## src/rtl/mul_sched_pkg.sv

```systemverilog
// Shared definitions for the multiplier scheduler: FSM encoding, defaults and
// watchdog sizing helper.
package mul_sched_pkg;

  typedef logic [1:0] state_t;

  localparam state_t S_IDLE = 2'd0;
  localparam state_t S_LOAD = 2'd1;
  localparam state_t S_RUN  = 2'd2;
  localparam state_t S_RSP  = 2'd3;

  localparam int DEF_NUM_REQ = 4;
  localparam int DEF_WIDTH   = 32;
  localparam int DEF_TIMEOUT = 40;

  // Watchdog must hold values up to TIMEOUT.
  function automatic int wd_width(input int timeout);
    return $clog2(timeout + 1);
  endfunction

endpackage

```

## src/rtl/mul_scheduler_rr_arbiter.sv

```systemverilog
// Combinational round-robin arbiter: first asserted request at or after ptr,
// searching upward and wrapping at NUM_REQ.
module rr_arbiter
  import mul_sched_pkg::*;
#(
  parameter int NUM_REQ = DEF_NUM_REQ,
  parameter int ID_W    = $clog2(DEF_NUM_REQ)
) (
  input  logic [NUM_REQ-1:0] req,
  input  logic [ID_W-1:0]    ptr,
  output logic [NUM_REQ-1:0] gnt,
  output logic [ID_W-1:0]    gnt_idx,
  output logic               any_gnt
);

  logic [ID_W:0]   sum;
  logic [ID_W-1:0] idx;

  always_comb begin
    gnt     = '0;
    gnt_idx = '0;
    any_gnt = 1'b0;
    sum     = '0;
    idx     = '0;
    for (int k = 0; k < NUM_REQ; k++) begin
      // Modulo by conditional subtract keeps non-power-of-two NUM_REQ correct.
      sum = {1'b0, ptr} + (ID_W+1)'(k);
      if (sum >= (ID_W+1)'(NUM_REQ))
        sum = sum - (ID_W+1)'(NUM_REQ);
      idx = sum[ID_W-1:0];
      if (!any_gnt && req[idx]) begin
        any_gnt  = 1'b1;
        gnt[idx] = 1'b1;
        gnt_idx  = idx;
      end
    end
  end

endmodule

```

## src/rtl/mul_scheduler.sv

```systemverilog
// Shares one sequential multiplier among NUM_REQ requesters: round-robin grant,
// load/run sequencing, watchdog abort and a held, id-tagged response.
module mul_scheduler
  import mul_sched_pkg::*;
#(
  parameter int NUM_REQ = DEF_NUM_REQ,
  parameter int WIDTH   = DEF_WIDTH,
  parameter int TIMEOUT = DEF_TIMEOUT
) (
  input  logic                        clk,
  input  logic                        Reset,
  input  logic [NUM_REQ-1:0]          req_valid,
  input  logic [NUM_REQ*WIDTH-1:0]    req_a,
  input  logic [NUM_REQ*WIDTH-1:0]    req_b,
  output logic [NUM_REQ-1:0]          req_grant,
  output logic                        mul_load,
  output logic                        mul_run,
  output logic [WIDTH-1:0]            mul_a,
  output logic [WIDTH-1:0]            mul_b,
  input  logic                        mul_ready,
  input  logic [2*WIDTH-1:0]          mul_product,
  output logic                        rsp_valid,
  input  logic                        rsp_ready,
  output logic [$clog2(NUM_REQ)-1:0]  rsp_id,
  output logic [2*WIDTH-1:0]          rsp_product,
  output logic                        rsp_err,
  output logic                        busy,
  output logic                        err_timeout
);

  localparam int ID_W = $clog2(NUM_REQ);
  localparam int WD_W = wd_width(TIMEOUT);

  state_t             state;
  logic [ID_W-1:0]    ptr;
  logic [ID_W-1:0]    ptr_nxt;
  logic [NUM_REQ-1:0] gnt;
  logic [ID_W-1:0]    gnt_idx;
  logic               any_gnt;
  logic [WD_W-1:0]    wd;
  logic [WIDTH-1:0]   sel_a;
  logic [WIDTH-1:0]   sel_b;

  rr_arbiter #(
    .NUM_REQ (NUM_REQ),
    .ID_W    (ID_W)
  ) u_arb (
    .req     (req_valid),
    .ptr     (ptr),
    .gnt     (gnt),
    .gnt_idx (gnt_idx),
    .any_gnt (any_gnt)
  );

  always_comb begin
    sel_a = '0;
    sel_b = '0;
    for (int i = 0; i < NUM_REQ; i++) begin
      if (gnt[i]) begin
        sel_a = req_a[i*WIDTH +: WIDTH];
        sel_b = req_b[i*WIDTH +: WIDTH];
      end
    end
  end

  assign ptr_nxt = (gnt_idx == ID_W'(NUM_REQ-1)) ? '0 : gnt_idx + 1'b1;

  // Grant is combinational so it lands in the IDLE cycle; masked during reset
  // so every output reads zero while Reset is high.
  assign req_grant = (state == S_IDLE && !Reset) ? gnt : '0;
  assign mul_load  = (state == S_LOAD);
  assign mul_run   = (state == S_RUN);
  assign rsp_valid = (state == S_RSP);
  assign busy      = (state != S_IDLE);

  always_ff @(posedge clk or posedge Reset) begin
    if (Reset) begin
      state       <= S_IDLE;
      ptr         <= '0;
      wd          <= '0;
      mul_a       <= '0;
      mul_b       <= '0;
      rsp_id      <= '0;
      rsp_product <= '0;
      rsp_err     <= 1'b0;
      err_timeout <= 1'b0;
    end else begin
      case (state)
        S_IDLE: begin
          if (any_gnt) begin
            mul_a  <= sel_a;
            mul_b  <= sel_b;
            rsp_id <= gnt_idx;
            ptr    <= ptr_nxt;
            state  <= S_LOAD;
          end
        end
        S_LOAD: begin
          wd    <= '0;
          state <= S_RUN;
        end
        S_RUN: begin
          // A ready multiplier wins over a watchdog expiring in the same cycle.
          if (mul_ready) begin
            rsp_product <= mul_product;
            rsp_err     <= 1'b0;
            state       <= S_RSP;
          end else if (wd == WD_W'(TIMEOUT-1)) begin
            rsp_product <= '0;
            rsp_err     <= 1'b1;
            err_timeout <= 1'b1;
            state       <= S_RSP;
          end else begin
            wd <= wd + 1'b1;
          end
        end
        S_RSP: begin
          if (rsp_ready)
            state <= S_IDLE;
        end
        default: state <= S_IDLE;
      endcase
    end
  end

endmodule

```

## config.mk

```make
export PLATFORM = sky130hd
export DESIGN_NAME = mul_scheduler
export DESIGN_NICKNAME = d
export VERILOG_FILES = /design/src/rtl/mul_sched_pkg.sv /design/src/rtl/mul_scheduler_rr_arbiter.sv /design/src/rtl/mul_scheduler.sv
export SDC_FILE = /design/constraint.sdc
export NUM_CORES = 1
export LEC_CHECK = 0
export ABC_AREA = 1
export BUFFER_PORTS_ARGS = -buffer_cell sky130_fd_sc_hd__buf_4
export CELL_PAD_IN_SITES_DETAIL_PLACEMENT = 0
export CELL_PAD_IN_SITES_GLOBAL_PLACEMENT = 1
export CORE_UTILIZATION = 28
export DETAILED_ROUTE_END_ITERATION = 6
export HOLD_SLACK_MARGIN = 0.02
export PLACE_DENSITY_LB_ADDON = 0.1
export SKIP_LAST_GASP = 1
export SYNTH_ARGS = -nofsm -noshare
export SYNTH_HDL_FRONTEND = slang
export SYNTH_SLANG_ARGS = --single-unit
```

## constraint.sdc

```tcl
create_clock -name clk -period 4.6 [get_ports clk]
set_clock_uncertainty 0.15 [all_clocks]
set_input_delay 0.92 -clock clk [delete_from_list [all_inputs] [get_ports clk]]
set_output_delay 0.92 -clock clk [all_outputs]
set_load 0.05 [all_outputs]
```

==> results of run 1 <==
cell usage after synthesis, types with 4 or more instances:
cell	count
a21oi_1	149
a21oi_2	51
buf_1	4
buf_2	29
buf_4	16
buf_6	11
clkbuf_1	31
dfrtp_1	142
ha_1	13
inv_1	153
inv_2	4
nand2_1	560
nand2_2	4
nand3_1	138
nand3_2	4
nand4_1	4
nor2_1	8
nor3_1	4
o21ai_0	6
sequential cells by signal, indices dropped and copies added (netlist names), named ones only:
name and cells:
rsp_product 64, mul_a 32, mul_b 32, wd 6, rsp_id 2, state 2
err_timeout 1, ptr 1, rsp_err 1
cell type report:
type                            instances  area, sq um
Clock buffer                           18        439.2
Timing Repair Buffer                  484         3684
Clock inverter                         14        120.1
Multi-Input combinational cell        959         4514
Tap cell                              435        544.3
Sequential cell                       142         3553
Antenna cell                            1        2.502
Inverter                              157        593.1
Fill cell                            3386        18350
stage by stage:
stage	setup WS, ns	hold slack [ns]	area, sq um	std cells
after floorplan	1.182	0.3290	9136	1349
after global placement	1.115	0.3127	12890	2177
after detailed placement	1.089	0.3165	12890	2177
after CTS	0.6074	0.3348	13450	2209
after global routing	0.3800	0.3481	13450	2210
final	0.6284	0.3297	13450	2210
layer usage:
| metal | vias to the layer above | part of all wire, % |
|---|---|---|
| met5 | - | 0.12 |
| met4 | 6 | 2.0 |
| met3 | 40 | 7.9 |
| met2 | 339 | 49 |
| met1 | 4566 | 41 |
| li1 | 5038 | - |
logic make-up (layout without fill, tap and decap cells):
family	after synthesis	after routing	synth area share, %
XOR/XNOR	1	1	0.09592
AND/OR/NAND/NOR	731	731	32.94
flip-flops	142	142	38.91
other	0	1	0
buffers and inverters	248	673	12.15
AO/OA/AOI/OAI	214	214	14.13
adder cells (fa/ha/maj)	13	13	1.781
where the power goes:
part           internal (mW)  switching [mW]  total (mW)  leakage [nW]
sequential              1.83           0.334        2.16          1.79
combinational           2.73            6.18        8.91          5.77
clock                  0.726           0.643        1.37         0.275
tightest hold or removal path, delay by kind of cell, from the launching register on:
kind	cells	cell delay [ns]
DFF	1	0.34
and+or+nand+nor	2	0.10
final timing paths:
kind | start | end | cells after the start | slack [ns]
min in group asynchronous | Reset | mul_b[5] | 2 | 0.54
worst max-delay path | flip-flop | req_grant[2] | 11 | 0.63
max in group asynchronous | Reset | mul_a[9] | 3 | 2.82
worst max register to register | flip-flop | mul_a[26] | 14 | 1.20
worst min register to register | mul_b[14] | mul_b[14] | 2 | 0.33
worst min-delay path | mul_b[14] | mul_b[14] | 2 | 0.33
==> results.yml, run 1 <==
global_route:
  use_met2_pct: 38.20
  use_met1_pct: 27.24
  antenna_found_initial: 4
  use_met3_pct: 6.605
  busiest_layer: "met2"
  grt_pass1_vias: 9774
  grt_start_max_net_pins: 129
  grt_pass1_wl_microns: 57230
  gr-usage-all-layers_pct: 22.47
  gr-total-overflow: 0
drt:
  first_pass_iters: 5
  wire_per_inst_microns: 17.19
  vias: 9989
  routed_wl_microns: 37990
  drc: 0
  vias_per_cell: 4.520
  drtIter0Drc: 456
  antenna_left: 0
synth:
  async_reset_ff_share_pct: 100.0
  syn_inst: 1349
  synth-main-ff-cell: "dfrtp_1"
  synth-edff-count: 0
  synth_top_cell_area_share_pct: 38.91
  yosys-top-cells-area: "dfrtp_1, nand2_1, a21oi_1"
  synth.yosys.seq_area_share_pct: 38.91
  ys_seq_elements: 142
  ys_types: 33
  synth_top_area_cell: "dfrtp_1"
  syn_area_sq_um: 9133
  syn_nets: 1690
  synth.avg_cell_area_sq_um: 6.770
  yosys_warnings: 0
critical_path:
  critical_path.max_stage_delay_ns: 0.55
  cp_slowest_cell: "dfrtp_1"
  required_ns: 3.53
  crit_fanout: 26
  critPathTopFamily: "simple AND/OR/NAND/NOR gates"
  setup.worst_path.end_class: "primary output"
  path_class: "flip-flop to primary output"
  cp-start-kind: "flip-flop"
  path_cells: "inv_2 -> ha_1 -> inv_1 -> nand3_1 -> nand2_1 -> nor2_4 -> a21boi_1 -> nand3_4 -> nand2_1 -> inv_1 -> buf_4"
  critPathBufInv: 4
  worst_ep_arrival_time_ns: 2.90
final_layout:
  syn_to_final_growth_pct: 47.28
  final_net_count: 2102
  final_cell_mix: "nand2_1, buf_4, inv_1"
  drive_gt1_share_pct: 33.31
  final_common_cell: "nand2_1"
  fin_util_pct: 42.30
sta:
  rsz0062_at_grt: "no"
  fin_tns_setup_ns: 0
  final.min_clock_period_ns: 3.972
  hold_violations: 0
  fmax_ghz: 0.2518
  fin_crit_sh_pct: 86.34
  tightest_slew_ns: 0.9476
  finalMaxSlewViolations: 0
  relSlewSlack_pct: 36.69
  setup_violations: 0
placement:
  dpl.hpwl_microns: 27750
  place.gp.congestion: 0.8595
  numPortBuffers: 467
clocking:
  clock_latency_ns: 0.43
  clkTransAtPathRegs_ns: 0.07
  clock_tree.htree_level_count: 4
  cts_buffer_depth: 2
  cts_tree: "built"
  cts_sinks: 142
  root_buffer: "clkbuf_16"
  postCtsSetupBuffers: 0
  numCtsBuffers: 17
  ctsResizeCount: 0
  hold_buffers: 0
floorplanning:
  dieHeight_microns: 182.6
  fp.dieW_microns: 182.6
  die-area_sq_um: 33340
  initial_utilization_pct: 28.72
  std_cell_rows: 65
  io_pins: 468
  coreArea_sq_um: 31800
power_and_ir_drop:
  power_mw: 12.44
  peakVddDrop_uv: 567.8
  leakagePower_nw: 7.836
  p_per_area_nw_per_um2: 924.6
run_status:
  outcome: "complete, no violations"
min_path:
  hold_path.class: "flip-flop to flip-flop"
run:
  drv_cap: 0
Note: power is estimated with default switching activity, not from simulation.
==> run 2, diff against run 1 <==
--- a/config.mk
+++ b/config.mk
@@ -11,6 +11,7 @@
 export CELL_PAD_IN_SITES_GLOBAL_PLACEMENT = 1
 export CORE_UTILIZATION = 28
 export DETAILED_ROUTE_END_ITERATION = 6
+export GPL_ROUTABILITY_DRIVEN = 0
 export HOLD_SLACK_MARGIN = 0.02
 export PLACE_DENSITY_LB_ADDON = 0.1
 export SKIP_LAST_GASP = 1
==> constraint.sdc (replaced) <==
create_clock -name clk -period 4.6 [get_ports clk]
set_clock_uncertainty 0.15 [all_clocks]
set_input_delay 0.46 -clock clk [delete_from_list [all_inputs] [get_ports clk]]
set_output_delay 0.46 -clock clk [all_outputs]
set_load 0.05 [all_outputs]
==> run 2 against run 1 <==
  * Worst setup slack better by 0.22 ns
  * Cell area up 0.43%
  * Highest routed layer unchanged
  * Critical endpoint is now req_grant[3]
  * Sequential power about the same
  * Clock-buffer cell count up 3
  * Register-to-register slack worse by 0.11 ns
==> results.yml, run 2 (synthesis gave the netlist of run 1 again) <==
run_status:
  outcome: "complete, no violations"
power_and_ir_drop:
  seqPwrFrac_pct: 17.3
  intPower_mw: 5.439
  switching_power_mw: 7.077
  p_per_area_nw_per_um2: 926.6
  clock_power_share_pct: 11.8
  power_frac_comb_pct: 70.9
  leakagePower_nw: 7.861
  power_mw: 12.52
  p_sw_share_pct: 56.55
  peakVddDrop_uv: 466.2
critical_path:
  rr_endpoint: "mul_a[30]"
  path_class: "flip-flop to primary output"
  critical_path.max_stage_delay_ns: 0.54
  worst_ep_arrival_time_ns: 3.14
  path_cells: "inv_2 -> ha_1 -> inv_1 -> nand3_1 -> nand2_1 -> nor2_4 -> a21boi_1 -> nand3_4 -> nand2_1 -> inv_1 -> buf_4"
  critPathCapture: "req_grant[3]"
  crit_fanout: 50
  setup.worst_path.end_class: "primary output"
  critPathBufInv: 4
  required_ns: 3.99
  reg2reg_slack_ns: 1.09
  reg2reg_depth: 15
  critical_path_cell_count: 11
  cp_slowest_cell: "dfrtp_1"
  cp-start-kind: "flip-flop"
  critPathTopFamily: "simple AND/OR/NAND/NOR gates"
drt:
  route.met3.wl_microns: 3657
  antenna_left: 0
  top_layer_used: "met5"
  first_pass_iters: 5
  drtIter0Drc: 517
  dr_wl_met2_microns: 18640
  routed_wl_microns: 38630
  vias_per_cell: 4.536
  wire_per_inst_microns: 17.42
  wl_met1_microns: 15440
  drc: 0
  vias: 10057
floorplanning:
  dieHeight_microns: 182.6
  std_cell_rows: 65
  initial_utilization_pct: 28.72
  die-area_sq_um: 33340
  coreArea_sq_um: 31800
  fp.dieW_microns: 182.6
  io_pins: 468
final_layout:
  final_area_sq_um: 13510
  top_regs: "rsp_product x64, mul_a x32, mul_b x32"
  drive_gt1_share_pct: 33.18
  syn_to_final_growth_pct: 47.91
  final_cell_mix: "nand2_1, buf_4, inv_1"
  largest_reg_flops: 64
  top_register: "rsp_product"
  final_common_cell: "nand2_1"
  instances_no_fill: 2217
  final_net_count: 2103
  fin_util_pct: 42.48
clocking:
  hold_buffers: 0
  clock_tree.htree_level_count: 4
  root_buffer: "clkbuf_16"
  clock_latency_ns: 0.44
  cts_tree: "built"
  ctsResizeCount: 0
  cts_buffer_depth: 2
  clkTransAtPathRegs_ns: 0.06
  postCtsSetupBuffers: 0
  numCtsBuffers: 17
  cts_sinks: 142
min_path:
  hold_path.class: "primary input to async pin"
placement:
  dpl.hpwl_microns: 28110
  place_inst: 2178
  placed_area_sq_um: 12880
  numPortBuffers: 467
sta:
  final.min_clock_period_ns: 3.747
  tightest_slew_ns: 0.8929
  relSlewSlack_pct: 40.48
  fin_tns_setup_ns: 0
  setup_violations: 0
  hold_violations: 0
  rsz0062_at_grt: "no"
  fin_crit_sh_pct: 81.46
  fmax_ghz: 0.2669
  finalMaxSlewViolations: 0
global_route:
  grt_pass1_vias: 9918
  antenna_found_initial: 9
  grt_pass1_wl_microns: 57870
  gr-usage-all-layers_pct: 22.79
  gr-total-overflow: 0
  grt_start_max_net_pins: 87
run:
  drv_cap: 0
-- run 2: cell types whose count changed in the layout (fill, tap and decap cells not counted), sizes merged --
cell	delta
clkinv	+1
clkinvlp	-2
buf	+1
diode	+6
bufinv	+3
clkbuf	+3
inv	-5
-- run 2: cell type report --
type / instances / area (sq um)
Fill cell: 3412 / 18290
Inverter: 157 / 594.3
Clock buffer: 21 / 450.4
Sequential cell: 142 / 3553
Timing Repair Buffer: 485 / 3679
Tap cell: 435 / 544.3
Multi-Input combinational cell: 959 / 4514
Antenna cell: 7 / 17.52
Clock inverter: 11 / 155.1
-- run 2: worst min-delay path by stage --
stage / start / endpoint / slack (ns)
2_1_floorplan: wd[1] / wd[1] / 0.33
3_3_place_gp: mul_a[18] / mul_a[18] / 0.31
3_5_place_dp: mul_a[23] / mul_a[23] / 0.32
4_1_cts: mul_product[41] / rsp_product[41] / 0.08
5_1_grt: mul_product[21] / rsp_product[21] / 0.08
6_report: Reset / mul_b[4] / 0.08
-- run 2: metrics by stage --
| step | hold slack [ns] | setup WS [ns] |
|---|---|---|
| after CTS | 0.07862 | 0.8020 |
| after detailed placement | 0.3157 | 1.089 |
| after global placement | 0.3145 | 1.179 |
| after global routing | 0.08275 | 0.6114 |
| final | 0.08485 | 0.8527 |
| after floorplan | 0.3290 | 0.1804 |
-- run 2: power by group through the flow --
stage | Combinational, mW | Clock, mW | Sequential (mW)
floorplan | 4.95 | 0 | 3.92
global placement | 8.92 | 0 | 2.15
detailed placement | 8.96 | 0 | 2.17
CTS | 8.98 | 1.52 | 2.16
global route | 9.84 | 1.57 | 2.23
finish | 8.88 | 1.48 | 2.16
-- run 2: metal layers --
metal  vias to the layer above  GRT usage (%)
met4                         6          8.370
met1                      4606          26.81
li1                       5047              -
met3                        47          9.160
met2                       351          37.21
met5                         -              0
==> run 3, diff against run 2 <==
==> constraint.sdc (replaced) <==
create_clock -name clk -period 3.29 [get_ports clk]
set_clock_uncertainty 0.15 [all_clocks]
set_input_delay 0.329 -clock clk [delete_from_list [all_inputs] [get_ports clk]]
set_output_delay 0.329 -clock clk [all_outputs]
set_load 0.05 [all_outputs]
==> run 3 against run 2 <==
  * Die area is the same
  * Sequential share of layout area shrank 1.7 points
  * Largest cell class is now non-clock buffers
  * Critical endpoint unchanged
  * Clock-buffer cell count shrank 1
  * Critical path type unchanged
  * Cell area grew 7.2%
  * Hold slack lost 0.037 ns
  * Utilization grew 3.0 points
  * Highest routed layer unchanged
==> results.yml, run 3 (synthesis gave the netlist of run 1 again) <==
power_and_ir_drop:
  seqPwrFrac_pct: 16.6
  clock_power_share_pct: 11.0
  p_sw_share_pct: 55.42
  intPower_mw: 8.095
  switching_power_mw: 10.06
  peakVddDrop_uv: 706.1
  power_mw: 18.16
  leakagePower_nw: 8.276
  power_frac_comb_pct: 72.4
  p_per_area_nw_per_um2: 1254
run_status:
  outcome: "complete, no violations"
final_layout:
  top_register: "rsp_product"
  final_cell_mix: "nand2_1, buf_4, inv_1"
  syn_to_final_growth_pct: 58.49
  fin_util_pct: 45.52
  drive_gt1_share_pct: 32.89
  fill_cells: 3366
  largest_reg_flops: 64
  top_regs: "rsp_product x64, mul_a x32, mul_b x32"
  final_net_count: 2192
  final_common_cell: "nand2_1"
drt:
  routed_wl_microns: 38750
  vias_per_cell: 4.514
  wire_per_inst_microns: 16.84
  vias: 10386
  drtIter0Drc: 458
  drc: 0
  antenna_left: 0
  first_pass_iters: 4
global_route:
  gr-total-overflow: 0
  antenna_found_initial: 5
  grt_start_max_net_pins: 66
  gr-usage-all-layers_pct: 23.08
  grt_pass1_vias: 10172
  grt_pass1_wl_microns: 59280
min_path:
  hold_path.class: "primary input to flip-flop"
clocking:
  cts_tree: "built"
  cts_sinks: 142
  clkTransAtPathRegs_ns: 0.07
  cts_buffer_depth: 2
  root_buffer: "clkbuf_16"
  clock_latency_ns: 0.44
  clock_tree.htree_level_count: 4
  numCtsBuffers: 17
sta:
  final.min_clock_period_ns: 3.065
  setup_violations: 0
  fin_tns_setup_ns: 0
  finalMaxSlewViolations: 0
  fmax_ghz: 0.3263
  relSlewSlack_pct: 51.28
  hold_violations: 0
  finalHoldWorstSlack_ns: 0.04767
  tightest_slew_ns: 0.7307
  fin_crit_sh_pct: 93.15
critical_path:
  cp-start-kind: "flip-flop"
  cpMostUsedCell: "nand2_1"
  worst_ep_arrival_time_ns: 2.59
  reg2reg_slack_ns: 0.57
  required_ns: 2.81
  critical_path.max_stage_delay_ns: 0.42
  cp_slowest_cell: "dfrtp_2"
  critPathBufInv: 5
  setup.worst_path.end_class: "primary output"
  path_class: "flip-flop to primary output"
  crit_fanout: 19
  critPathTopFamily: "simple AND/OR/NAND/NOR gates"
  path_cells: "inv_4 -> ha_1 -> inv_1 -> nand2_1 -> nand2_1 -> nor2_4 -> nand3_2 -> inv_2 -> nand2_1 -> nand3_4 -> nand2_1 -> inv_1 -> buf_4"
floorplanning:
  die-area_sq_um: 33340
  std_cell_rows: 65
  fp.dieW_microns: 182.6
  coreArea_sq_um: 31800
  io_pins: 468
  dieHeight_microns: 182.6
  initial_utilization_pct: 28.72
run:
  drv_cap: 0
placement:
  dpl.hpwl_microns: 27950
  numPortBuffers: 467
## run 3: metrics by stage
stage / instance area, sq um / setup slack [ns] / instances
finish: 14470 / 0.2254 / 2301
CTS: 14420 / 0.05415 / 2294
global route: 14470 / -0.003191 / 2301
detailed placement: 13080 / 0.2649 / 2191
global placement: 13080 / 0.3361 / 2191
floorplan: 9136 / 0.5022 / 1349
## run 3: layout make-up
type                    count  area [sq um]  share of cell area [%]
clock inverters            12         135.1                  0.9336
flip-flops and latches    142          3556                   24.57
multi-input cells         959          4527                   31.28
inverters                 157         595.6                   4.115
well taps                 435         544.3                   3.760
diodes                      2         5.005                 0.03458
clock buffers              20         456.7                   3.155
repair buffers            574          4654                   32.16
## run 3: path summary, 6_finish.rpt
kind	startpoint	to	cells past startpoint
min in group asynchronous	Reset	rsp_id[1]	4
worst min-delay path	req_a[66]	mul_a[2]	5
worst max register to register	flip-flop	mul_a[18]	16
worst max-delay path	flip-flop	req_grant[3]	13
worst min register to register	mul_a[7]	mul_a[7]	2
max in group asynchronous	Reset	rsp_product[44]	4
## run 3: metal layers
metal	wire length (microns)	GRT usage, %	vias up
li1	-	-	5225
met1	16290	28.62	4783
met2	18740	38.69	333
met3	2930	6.526	39
met4	743	6.924	6
met5	38	0	-
## run 3: worst min-delay path, stage by stage
cell and delay, ns:
buf_4 0.08, a21oi_1 0.05, nand2_1 0.06, nand2_1 0.04, nand2_1 0.04
## run 3: repair_timing
item / CTS / global route
endpoints found under the setup margin: 4 / 4
hold buffers: 70 / 0
hold endpoints to repair: 211 / 0
gates resized for setup: 4 / 3
gates cloned: 1 / 0
setup buffers: 0 / 5
## run 3: power by group through the flow
stage | Combinational (mW) | Clock, mW | Sequential [mW]
after floorplan | 6.92 | 0 | 5.48
after global placement | 12.9 | 0 | 3.02
after detailed placement | 12.9 | 0 | 3.04
after CTS | 13.2 | 2.07 | 3.03
after global routing | 14.5 | 2.13 | 3.11
final | 13.1 | 2.01 | 3.01
